**config.mk**
```make
export PLATFORM = sky130hd
export DESIGN_NAME = x_input_loader
export DESIGN_NICKNAME = d
export VERILOG_FILES = /design/src/rtl/x_input_loader.sv
export SDC_FILE = /design/constraint.sdc
export NUM_CORES = 1
export LEC_CHECK = 0
export ABC_CLOCK_PERIOD_IN_PS = 2500
export CELL_PAD_IN_SITES_DETAIL_PLACEMENT = 1
export CELL_PAD_IN_SITES_GLOBAL_PLACEMENT = 2
export CORE_ASPECT_RATIO = 0.8
export CORE_MARGIN = 1
export CORE_UTILIZATION = 31
export CTS_CLUSTER_DIAMETER = 200
export DETAILED_ROUTE_END_ITERATION = 16
export PLACE_DENSITY = 0.82
export SLEW_MARGIN = 0
export SYNTH_ARGS = -nofsm -noshare
export SYNTH_HDL_FRONTEND = slang
export SYNTH_SLANG_ARGS = --single-unit
export TNS_END_PERCENT = 30
```
**constraint.sdc**
```tcl
create_clock -name clk -period 2.5 [get_ports clk]
set_input_delay 0.5 -clock clk [delete_from_list [all_inputs] [get_ports clk]]
set_output_delay 0.5 -clock clk [all_outputs]
set_load 0.01 [all_outputs]
```
**src/rtl/x_input_loader.sv**
```systemverilog
// X-matrix input loader: packs a byte stream into 32-bit words and writes them
// into a two-bank ping-pong SRAM, tracking which banks hold an unconsumed matrix.
module x_input_loader #(
    parameter int BYTES_PER_MATRIX = 32,
    parameter int DATA_W           = 8,
    parameter int WORD_W           = 32,
    parameter int WORDS_PER_BANK   = BYTES_PER_MATRIX / 4,
    parameter int ADDR_W           = 4
) (
    input  logic              clk,
    input  logic              rst,
    input  logic              start_in,
    input  logic              valid_input,
    input  logic [DATA_W-1:0] X_load,
    input  logic              release_in,
    input  logic              release_bank,
    output logic              mem_we,
    output logic [ADDR_W-1:0] mem_addr,
    output logic [WORD_W-1:0] mem_wdata,
    output logic              busy,
    output logic              load_done,
    output logic              done_bank,
    output logic [1:0]        bank_full,
    output logic              start_err,
    output logic              stray_err
);

    localparam int CNT_W  = $clog2(BYTES_PER_MATRIX);
    localparam int LANE_W = $clog2(WORD_W / DATA_W);
    localparam int IDX_W  = $clog2(WORDS_PER_BANK);

    typedef enum logic {IDLE, LOAD} state_t;

    state_t            state, state_next;
    logic              wr_bank;
    logic [CNT_W-1:0]  byte_cnt;
    logic [WORD_W-1:0] pack;
    logic [WORD_W-1:0] word_next;
    logic [LANE_W-1:0] lane;
    logic [IDX_W-1:0]  word_idx;
    logic              accept, last_byte, word_end;
    logic              start_ok, start_rej;
    logic [1:0]        bank_full_next;

    assign accept    = (state == LOAD) && valid_input;
    assign lane      = byte_cnt[LANE_W-1:0];
    assign word_idx  = byte_cnt[CNT_W-1 -: IDX_W];
    assign word_end  = &lane;
    assign last_byte = (byte_cnt == CNT_W'(BYTES_PER_MATRIX - 1));
    assign busy      = (state == LOAD);
    assign done_bank = wr_bank;

    always_ff @(posedge clk or posedge rst) begin
        if (rst) state <= IDLE;
        else     state <= state_next;
    end

    always_comb begin
        state_next = state;
        start_ok   = 1'b0;
        start_rej  = 1'b0;
        case (state)
            IDLE: begin
                if (start_in) begin
                    if (bank_full[wr_bank]) begin
                        start_rej = 1'b1;
                    end else begin
                        start_ok   = 1'b1;
                        state_next = LOAD;
                    end
                end
            end
            LOAD: begin
                if (accept && last_byte) state_next = IDLE;
            end
            default: state_next = IDLE;
        endcase
    end

    // Little-endian lane merge: the incoming byte completes the word in flight.
    always_comb begin
        word_next = pack;
        word_next[lane*DATA_W +: DATA_W] = X_load;
    end

    // A completion set overrides a same-cycle release of the same bank.
    always_comb begin
        bank_full_next = bank_full;
        if (release_in) bank_full_next[release_bank] = 1'b0;
        if (load_done)  bank_full_next[wr_bank]      = 1'b1;
    end

    always_ff @(posedge clk or posedge rst) begin
        if (rst) begin
            mem_we    <= 1'b0;
            mem_addr  <= '0;
            mem_wdata <= '0;
            load_done <= 1'b0;
            bank_full <= 2'b00;
            start_err <= 1'b0;
            stray_err <= 1'b0;
            wr_bank   <= 1'b0;
            byte_cnt  <= '0;
            pack      <= '0;
        end else begin
            mem_we    <= accept && word_end;
            load_done <= accept && last_byte;
            start_err <= start_rej;
            bank_full <= bank_full_next;
            if (valid_input && (state == IDLE)) stray_err <= 1'b1;
            if (load_done) wr_bank <= ~wr_bank;
            if (start_ok) begin
                byte_cnt <= '0;
            end else if (accept) begin
                byte_cnt <= byte_cnt + 1'b1;
            end
            if (accept) begin
                pack <= word_next;
                if (word_end) begin
                    mem_wdata <= word_next;
                    mem_addr  <= {wr_bank, word_idx};
                end
            end
        end
    end

endmodule

```
==> results of run 1 <==
Yosys cell counts:
| library cell | n |
|---|---|
| o211ai_1 | 1 |
| clkbuf_1 | 11 |
| nor3b_2 | 1 |
| xnor2_1 | 1 |
| a21oi_1 | 40 |
| a21o_1 | 2 |
| inv_1 | 6 |
| nor2_1 | 34 |
| clkbuf_2 | 2 |
| dfrtp_1 | 81 |
| nand3_1 | 1 |
| mux2_2 | 5 |
| nand2b_1 | 7 |
| and4bb_1 | 1 |
| nand2_1 | 11 |
| a22o_1 | 29 |
| and4bb_2 | 2 |
| buf_6 | 4 |
| ha_1 | 7 |
| a31oi_1 | 20 |
| nor4b_4 | 1 |
| nor2b_1 | 27 |
| and2_1 | 2 |
| a32o_1 | 4 |
| and4b_1 | 1 |
| o21ai_0 | 5 |
| or3_1 | 1 |
| xor2_1 | 1 |
| buf_2 | 10 |
| nand3b_1 | 6 |
| and3_1 | 5 |
sequential cells by signal, indices dropped and copies added, names as in the netlist:
name       count
bank_full      2
busy           1
byte_cnt       5
done_bank      1
load_done      1
mem_addr       4
mem_wdata     32
mem_we         1
pack          32
start_err      1
stray_err      1
worst max-delay path: stages, from the launching register on:
cell and delay (ns):
dfrtp_1 0.43, inv_1 0.11, ha_1 0.38, and4bb_2 0.47
nor3b_2 0.42, a22o_1 0.20
cells by family (layout without fill, tap and decap cells):
kind of cell / Yosys count / count (layout) / share of synthesized area
adder cells (fa/ha/maj): 7 / 7 / 0.0244
flip-flops: 81 / 81 / 0.565
AND/OR/NAND/NOR: 100 / 100 / 0.158
multiplexers: 5 / 5 / 0.0157
buffers and inverters: 33 / 88 / 0.0471
XOR/XNOR: 2 / 2 / 0.00488
AO/OA/AOI/OAI: 101 / 101 / 0.186
worst max-delay path by stage:
stage | start | endpoint | slack [ns] | cells past startpoint
after floorplan | byte_cnt[0] | pack[0] | 0.65 | 9
after global placement | valid_input | pack[20] | 0.34 | 4
after detailed placement | valid_input | pack[11] | 0.28 | 4
after CTS | byte_cnt[0] | pack[26] | 0.42 | 5
after global routing | byte_cnt[0] | pack[28] | 0.25 | 5
final | byte_cnt[0] | pack[28] | 0.43 | 5
routing by layer:
| metal | vias to the layer above | track usage |
|---|---|---|
| met3 | 6 | 0.0444 |
| met5 | - | 0 |
| met1 | 1328 | 0.228 |
| li1 | 1263 | - |
| met4 | 0 | 0.0366 |
| met2 | 51 | 0.249 |
power breakdown:
group / switching (W) / internal [W] / leakage [nW]
sequential: 0.000287 / 0.00180 / 1.04
combinational: 0.000927 / 0.00106 / 0.809
clock: 0.000514 / 0.000873 / 0.146
metrics by stage:
step	cell area, um2	utilization	hold WS (ns)	instances
5_1_grt	4590	0.415	0.512	528
2_1_floorplan	3590	-	0.458	329
6_report	4590	0.415	0.469	528
4_1_cts	4590	0.415	0.477	528
3_5_place_dp	4280	0.387	0.464	512
3_3_place_gp	4280	0.387	0.441	512
layout make-up:
| cell class | instances | area [um2] |
|---|---|---|
| timing repair buffer | 66 | 651 |
| fill | 1214 | 6470 |
| inverter | 6 | 26.3 |
| clock buffer | 11 | 233 |
| tap | 144 | 180 |
| sequential | 81 | 2030 |
| clock inverter | 5 | 80.1 |
| multi-input combinational | 215 | 1400 |
==> key figures, run 1 <==
Status
  – Outcome: finished clean

Placement
  – Post-DP HPWL: 5.88 mm
  – PortBufs: 57
  – Place WS: 0.280 ns
  – Final RePlAce weighted congestion: 0.801

Yosys
  – Cell count after synthesis: 329
  – Mapped Nets: 350
  – Synth area leader: dfrtp_1
  – Synth top area share: 0.565
  – FF+latch count, synth: 81
  – Yosys warns: 0
  – Syn avg cell area: 10.9 um2
  – Yosys cell types: 31
  – Mapped Area: 3590 um2
  – Sequential-to-total area share from yosys stat: 0.565
  – Main area contributors after synthesis: dfrtp_1, a22o_1, a21oi_1

Setup path
  – Critical Path End Type: flip-flop
  – Startpoint Class: flip-flop
  – Worst R2R Setup Slack: 0.43 ns
  – Worst Path Arrival: 2.33 ns
  – Setup Crit Path Kind: flip-flop to flip-flop
  – Critical R2R Capture: pack[28]
  – CP Max Fanout: 11
  – Critical Path RT: 2.76 ns
  – Worst R2R Start: byte_cnt[0]
  – R2r worst-path depth: 5

Route
  – Met2 Wirelength: 4.16 mm
  – DR pass1 iterations: 4
  – WL met3: 317 um
  – WL/cell: 16.6 um
  – Max layer used: met4
  – M1 WL: 4.24 mm
  – Total Wirelength: 8.78 mm
  – DRC violations left: 0
  – Remaining antenna violation count: 0
  – Via/cell ratio: 5.02
  – Total number of vias: 2648
  – 1st-iter DRT viols: 96

Die
  – Core Region: 11100 um2
  – IO Count: 58
  – Initial Utilization: 0.325
  – Die H: 98.3 um
  – Cell row count: 34
  – Die area: 12000 um2
  – DIE WIDTH: 122 um

GRT
  – GRT Util Overall: 0.163
  – Gr ovfl total: 0
  – Vias in the first global route: 2814
  – First-pass GRT wire length: 14.9 mm
  – Initial antenna violation count: 0
  – Pin count of the biggest net entering global routing: 82

CTS
  – CTS Buffer Depth: 2
  – Hold buffers post-CTS: 0
  – Post-CTS resize count: 0
  – CTS Buf Count: 9
  – CTS Sinks: 81
  – Clk root buf: clkbuf_16
  – Post-CTS setup buffers: 0
  – H-tree depth: 3
  – CTS tree: done
  – Clock transition at the registers of the reported paths: 0.05 ns
  – Clock Latency Late Sink: 0.34 ns

Timing
  – Slew Limit Headroom: 0.625
  – Slew Viols, Final: 0
  – Setup TNS: 0 ns
  – Worst setup margin: 0.433 ns
  – Final Setup Violations: 0
  – Measured slew at the worst slew-check pin: 0.563 ns
  – RSZ-0062 raised after global routing: false
  – Final Hold Vio Count: 0
  – Period utilisation layout: 0.827
  – Highest clock rate: 484 MHz
  – Post-layout min period: 2.07 ns
  – Clk_skew: 0.0126 ns

Cells and area
  – Most frequent cells in the layout: dfrtp_1, clkdlybuf4s50_1, a21oi_1
  – Layout cell share with drive strength beyond 1: 0.0885
  – Diode count: 0
  – Net count, final: 400
  – Commonest non-fill, non-tap cell in the layout: dfrtp_1
  – Area grow syn2layout: 27.9%

Pwr
  – Leakage: 2.00 nW
  – Total power draw: 0.00546 W
  – PD cells: 1190 nW/um2
  – Max VDD drop: 0.463 mV

Hold path
  – Worst hold path class: flip-flop to flip-flop
  – Hold Path Cell Cnt: 1
  – Hold Path Origin: stray_err
  – Worst Hold End: stray_err

Run
  – Max cap viols: 0
Note: power is estimated with default switching activity, not from simulation.
==> run 2, diff against run 1 <==
Settings changed: ABC_CLOCK_PERIOD_IN_PS 2500 to 1900.
Clock period 2.5 ns to 1.9 ns, I/O delays scaled along.
==> run 2 against run 1 <==
  * Flip-flop and latch count unchanged
  * Total power increased by 34%
  * Clock power increased by 36%
  * Highest routed layer unchanged
  * Sequential power increased by 31%
  * Hold slack got worse by 0.0065 ns
  * Critical path type unchanged
  * Critical endpoint is now pack[26]
==> key figures, run 2 (synthesized netlist as in run 1, its figures left out) <==
Route
  – DRC violations left: 0
  – Total Wirelength: 8.80 mm
  – DR pass1 iterations: 4
  – 1st-iter DRT viols: 74
  – Total number of vias: 2698
  – WL/cell: 16.4 um
  – Via/cell ratio: 5.04
  – Remaining antenna violation count: 0

Cells and area
  – Diode count: 0
  – Non-Filler Instances: 535
  – Core Util, Final: 0.424
  – Area grow syn2layout: 30.7%
  – Layout fillers: 1205
  – Net count, final: 407
  – Biggest regs: mem_wdata: 32 flops, pack: 32 flops, byte_cnt: 5 flops
  – Layout cell share with drive strength beyond 1: 0.110
  – Commonest non-fill, non-tap cell in the layout: dfrtp_1
  – Most frequent cells in the layout: dfrtp_1, clkdlybuf4s50_1, a21oi_1

Timing
  – Measured slew at the worst slew-check pin: 0.492 ns
  – RSZ-0062 raised after global routing: false
  – Worst setup margin: 0.140 ns
  – Highest clock rate: 568 MHz
  – Period utilisation layout: 0.926
  – Post-layout min period: 1.76 ns
  – Clk_skew: 0.00846 ns
  – Final Setup Violations: 0
  – Final Hold Vio Count: 0
  – Slew Viols, Final: 0
  – Slew Limit Headroom: 0.671
  – Setup TNS: 0 ns

CTS
  – CTS Buffer Depth: 2
  – CTS Sinks: 81
  – H-tree depth: 3
  – CTS Buf Count: 9
  – Hold buffers post-CTS: 0
  – CTS tree: done
  – Clk root buf: clkbuf_16
  – Clock transition at the registers of the reported paths: 0.06 ns
  – Clock Latency Late Sink: 0.34 ns

Pwr
  – Max VDD drop: 0.656 mV
  – Leakage: 2.05 nW
  – PD cells: 1560 nW/um2

Status
  – Outcome: finished clean

Placement
  – Placed cell count: 519
  – Final RePlAce weighted congestion: 0.732
  – Post-DP HPWL: 6.06 mm
  – PortBufs: 57
  – Place WS: 0.0595 ns

GRT
  – Vias in the first global route: 2851
  – GRT Util Overall: 0.162
  – First-pass GRT wire length: 14.9 mm
  – Gr ovfl total: 0
  – Pin count of the biggest net entering global routing: 82
  – Initial antenna violation count: 0

Die
  – Initial Utilization: 0.325
  – Die H: 98.3 um
  – Core Region: 11100 um2
  – Die area: 12000 um2
  – DIE WIDTH: 122 um
  – Cell row count: 34
  – IO Count: 58

Setup path
  – Worst Path Arrival: 2.03 ns
  – CP Max Fanout: 6
  – Setup Crit Path Kind: flip-flop to flip-flop
  – Worst R2R Setup Slack: 0.14 ns
  – Worst R2R Start: byte_cnt[0]
  – Setup crit start: byte_cnt[0]
  – Critical Path RT: 2.17 ns
  – Critical Path End Type: flip-flop
  – Startpoint Class: flip-flop

Run
  – Max cap viols: 0

Hold path
  – Worst hold path class: flip-flop to flip-flop
  – Hold Path Origin: stray_err
-- run 2: repair_timing --
item | 4_1_cts | 5_1_grt
endpoints found under the setup margin | 0 | 6
buffers inserted | 0 | 0
gates resized for setup | 0 | 1
-- run 2: path summary, 6_finish.rpt --
check | end | cells after the start
min in group asynchronous | done_bank | 3
worst max register to register | pack[26] | 5
worst min-delay path | stray_err | 1
worst max-delay path | pack[26] | 5
worst min register to register | stray_err | 1
max in group asynchronous | pack[10] | 3
-- run 2: stage by stage --
| stage | hold WS [ns] | cell area (um2) | total power (W) |
|---|---|---|---|
| after floorplan | 0.458 | 3590 | 0.00421 |
| after global placement | 0.454 | 4360 | 0.00540 |
| after detailed placement | 0.456 | 4360 | 0.00549 |
| after CTS | 0.472 | 4690 | 0.00743 |
| after global routing | 0.492 | 4690 | 0.00784 |
| final | 0.463 | 4690 | 0.00733 |
-- run 2: per-layer routing --
metal  GRT usage  share of wire
met5           0              0
met4      0.0572          0.015
met3      0.0426          0.036
met2       0.239           0.46
met1       0.229           0.49
-- run 2: power breakdown --
group          leakage, nW  switching, W  internal [W]  total [W]
logic                0.856       0.00126       0.00145    0.00271
clock network        0.151      0.000705       0.00119    0.00189
registers             1.04      0.000363       0.00237    0.00273
total                 2.05       0.00232       0.00501    0.00733
-- run 2: final cells by class --
type	instances	area, um2	share of cell area
well taps	144	180	0.0384
clock buffers	10	239	0.0509
inverters	6	26.3	0.00560
clock inverters	6	91.3	0.0195
flip-flops and latches	81	2030	0.432
multi-input cells	215	1400	0.299
repair buffers	73	728	0.155
-- run 2: critical path: stages (launching register included) --
cell,delay (ns)
dfrtp_1,0.35
inv_1,0.07
ha_1,0.36
and4bb_2,0.39
nor3b_4,0.32
a22o_1,0.20
==> run 3, diff against run 2 <==
Settings changed: CTS_CLUSTER_DIAMETER 200 to 80.
==> results of run 3 <==
Final layout, timing and power as in run 2 (identical DEF).
==> RTL change, RTL diff (flow settings as in run 1) <==
Make the reset (`rst`) synchronous in 2 clocked blocks.
--- a/src/rtl/x_input_loader.sv
+++ b/src/rtl/x_input_loader.sv
@@ -51,5 +51,5 @@
     assign done_bank = wr_bank;
 
-    always_ff @(posedge clk or posedge rst) begin
+    always_ff @(posedge clk) begin
         if (rst) state <= IDLE;
         else     state <= state_next;
@@ -91,5 +91,5 @@
     end
 
-    always_ff @(posedge clk or posedge rst) begin
+    always_ff @(posedge clk) begin
         if (rst) begin
             mem_we    <= 1'b0;
Function: differs if rst is asserted again (counterexample within 4 cycles, from zero or initial values and one cycle with rst high); with rst held inactive, the same outputs for 10 cycles.
==> RTL change against run 1 <==
- sequential cell count did not move
- cell area fell by 7.7%
- setup slack worse by 0.060 ns
- fmax shrank 2.8%
- critical path type unchanged
- global-route usage grew 1.2 points
- critical endpoint is now mem_wdata[6]
- routed wire length grew 5.5%
- area after synthesis decreased by 7.8%
- cell count is 3.2% higher
- highest routed layer unchanged
- hold slack worse by 0.015 ns
Power is not compared: it rests on default switching activity, and its combinational part moved more than twofold at a synthesized area within 25%.
==> RTL change: results <==
hold_path:
  min_delay_path_depth: 2
  holdCritStartpoint: "pack[30]"
  min_path_type: "reg2reg"
  worstHoldEndpoint: "pack[30]"
pwr:
  power_density_nw_per_um2: 652.2
  sequential_power_share_pct: 47.3
  power.leakage_nw: 1.495
  swShare_pct: 22.46
  power.share.clock_pct: 47.5
  ir_worst_vdd_mv: 0.4168
outcome:
  status: "completed"
place:
  placement.setup.worst_slack_ns: 0.3344
  dp_hpwl_mm: 6.454
  gp_routability_congestion: 0.7364
  io_buffer_count: 57
  dpl.cell_count: 529
  placed_area_sq_um: 3943
synthesis:
  proportion_of_synthesized_chip_area_in_sequential_cells_pct: 49.00
  synth-async-reset-ratio_pct: 0
  yosys-top-cells-area: "sky130_fd_sc_hd__dfxtp_1 (49%), sky130_fd_sc_hd__nor2_1 (5.4%), sky130_fd_sc_hd__a22o_1 (5.3%), sky130_fd_sc_hd__a21oi_1 (3.8%), sky130_fd_sc_hd__buf_2 (3.2%)"
  ys_types: 38
  mapped_avg_cell_area_sq_um: 9.296
  syn-num-nets: 377
  post_synth_most_frequent_cells: "sky130_fd_sc_hd__dfxtp_1 (81), sky130_fd_sc_hd__nor2_1 (48), sky130_fd_sc_hd__a21oi_1 (25)"
  synth_warnings: 0
grt:
  grt_pass1_wl_mm: 14.83
  grt_use_total_pct: 17.44
  antenna_violations_before_repair: 0
  pin_count_of_the_biggest_net_entering_global_routing: 37
  first_global_vias: 2820
clock_network:
  clk_path_buf_depth: 2
  cts_resized: 0
  cts_max_level: 3
  cts_post_setup_buffers_inserted: 0
  cts_made_buffers: 9
  clock_latency_ns: 0.34
  clk_pin_slew_ns: 0.06
  cts-root-buf: "sky130_fd_sc_hd__clkbuf_16"
critical_path:
  worstReg2RegStart: "byte_cnt[1]"
  crit_path_end: "mem_wdata[6]"
  start_kind: "flop"
  timing.critical_path.fanout_max: 16
  cp.arrival_ns: 2.38
  r2r_cells: 5
route:
  routedWlPerCell_um: 17.01
  detail_route.iter0.violations: 169
  drt_pre_antenna_iters: 4
  vias_per_cell: 5.257
timing:
  max-slew-margin-rel_pct: 60.52
  hold_slack_ns: 0.4546
  setup_slack_ns: 0.3725
  fin_worst_skew_ns: 0.004909
final_layout:
  largestRegisters: "mem_wdata x32, pack x32, byte_cnt x5"
  nNetsFinal: 421
  drive_above_1_share_pct: 7.654
  finalNonFillerCells: 545
  antennaDiodeCount: 0
==> RTL change: cell types whose count changed in the layout (fill, tap and decap cells not counted), moves of 14 or more <==
| cell | change |
|---|---|
| sky130_fd_sc_hd__a31oi_1 | -20 |
| sky130_fd_sc_hd__nor2_1 | +14 |
| sky130_fd_sc_hd__nor3_1 | +19 |
| sky130_fd_sc_hd__dfrtp_1 | -81 |
| sky130_fd_sc_hd__a21oi_1 | -15 |
| sky130_fd_sc_hd__nand3_1 | +15 |
| sky130_fd_sc_hd__dfxtp_1 | +81 |
| sky130_fd_sc_hd__nor2b_1 | -19 |
==> RTL change: critical path: stages, from the launching register on <==
cell and delay (ns):
sky130_fd_sc_hd__dfxtp_1 0.44, sky130_fd_sc_hd__inv_1 0.12, sky130_fd_sc_hd__ha_1 0.38, sky130_fd_sc_hd__and4bb_1 0.70, sky130_fd_sc_hd__a221oi_1 0.19, sky130_fd_sc_hd__nor3_1 0.22
==> RTL change: area by class of cell <==
class | instances | area (sq um)
clock inverters | 5 | 55.05
fillers | 1195 | 6082
multi-input cells | 234 | 1466
clock buffers | 11 | 242.7
well taps | 140 | 175.2
repair buffers | 67 | 653.1
inverters | 7 | 26.28
flip-flops and latches | 81 | 1622
==> RTL change: cell families after synthesis <==
family	after synthesis	synth area share, %
buffers and inverters	41	6.692
multiplexers	1	0.3025
adder cells (fa/ha/maj)	7	2.646
AO/OA/AOI/OAI	95	21.59
AND/OR/NAND/NOR	129	19.24
flip-flops	81	49.00
XOR/XNOR	2	0.5294
==> RTL change: routing by layer <==
metal | global-route usage (%) | vias up | wire, um
li1 | - | 1386 | -
met3 | 4.287 | 4 | 378
met5 | 0 | - | 0
met4 | 5.449 | 0 | 57
met2 | 27.61 | 67 | 4137
met1 | 23.49 | 1408 | 4697
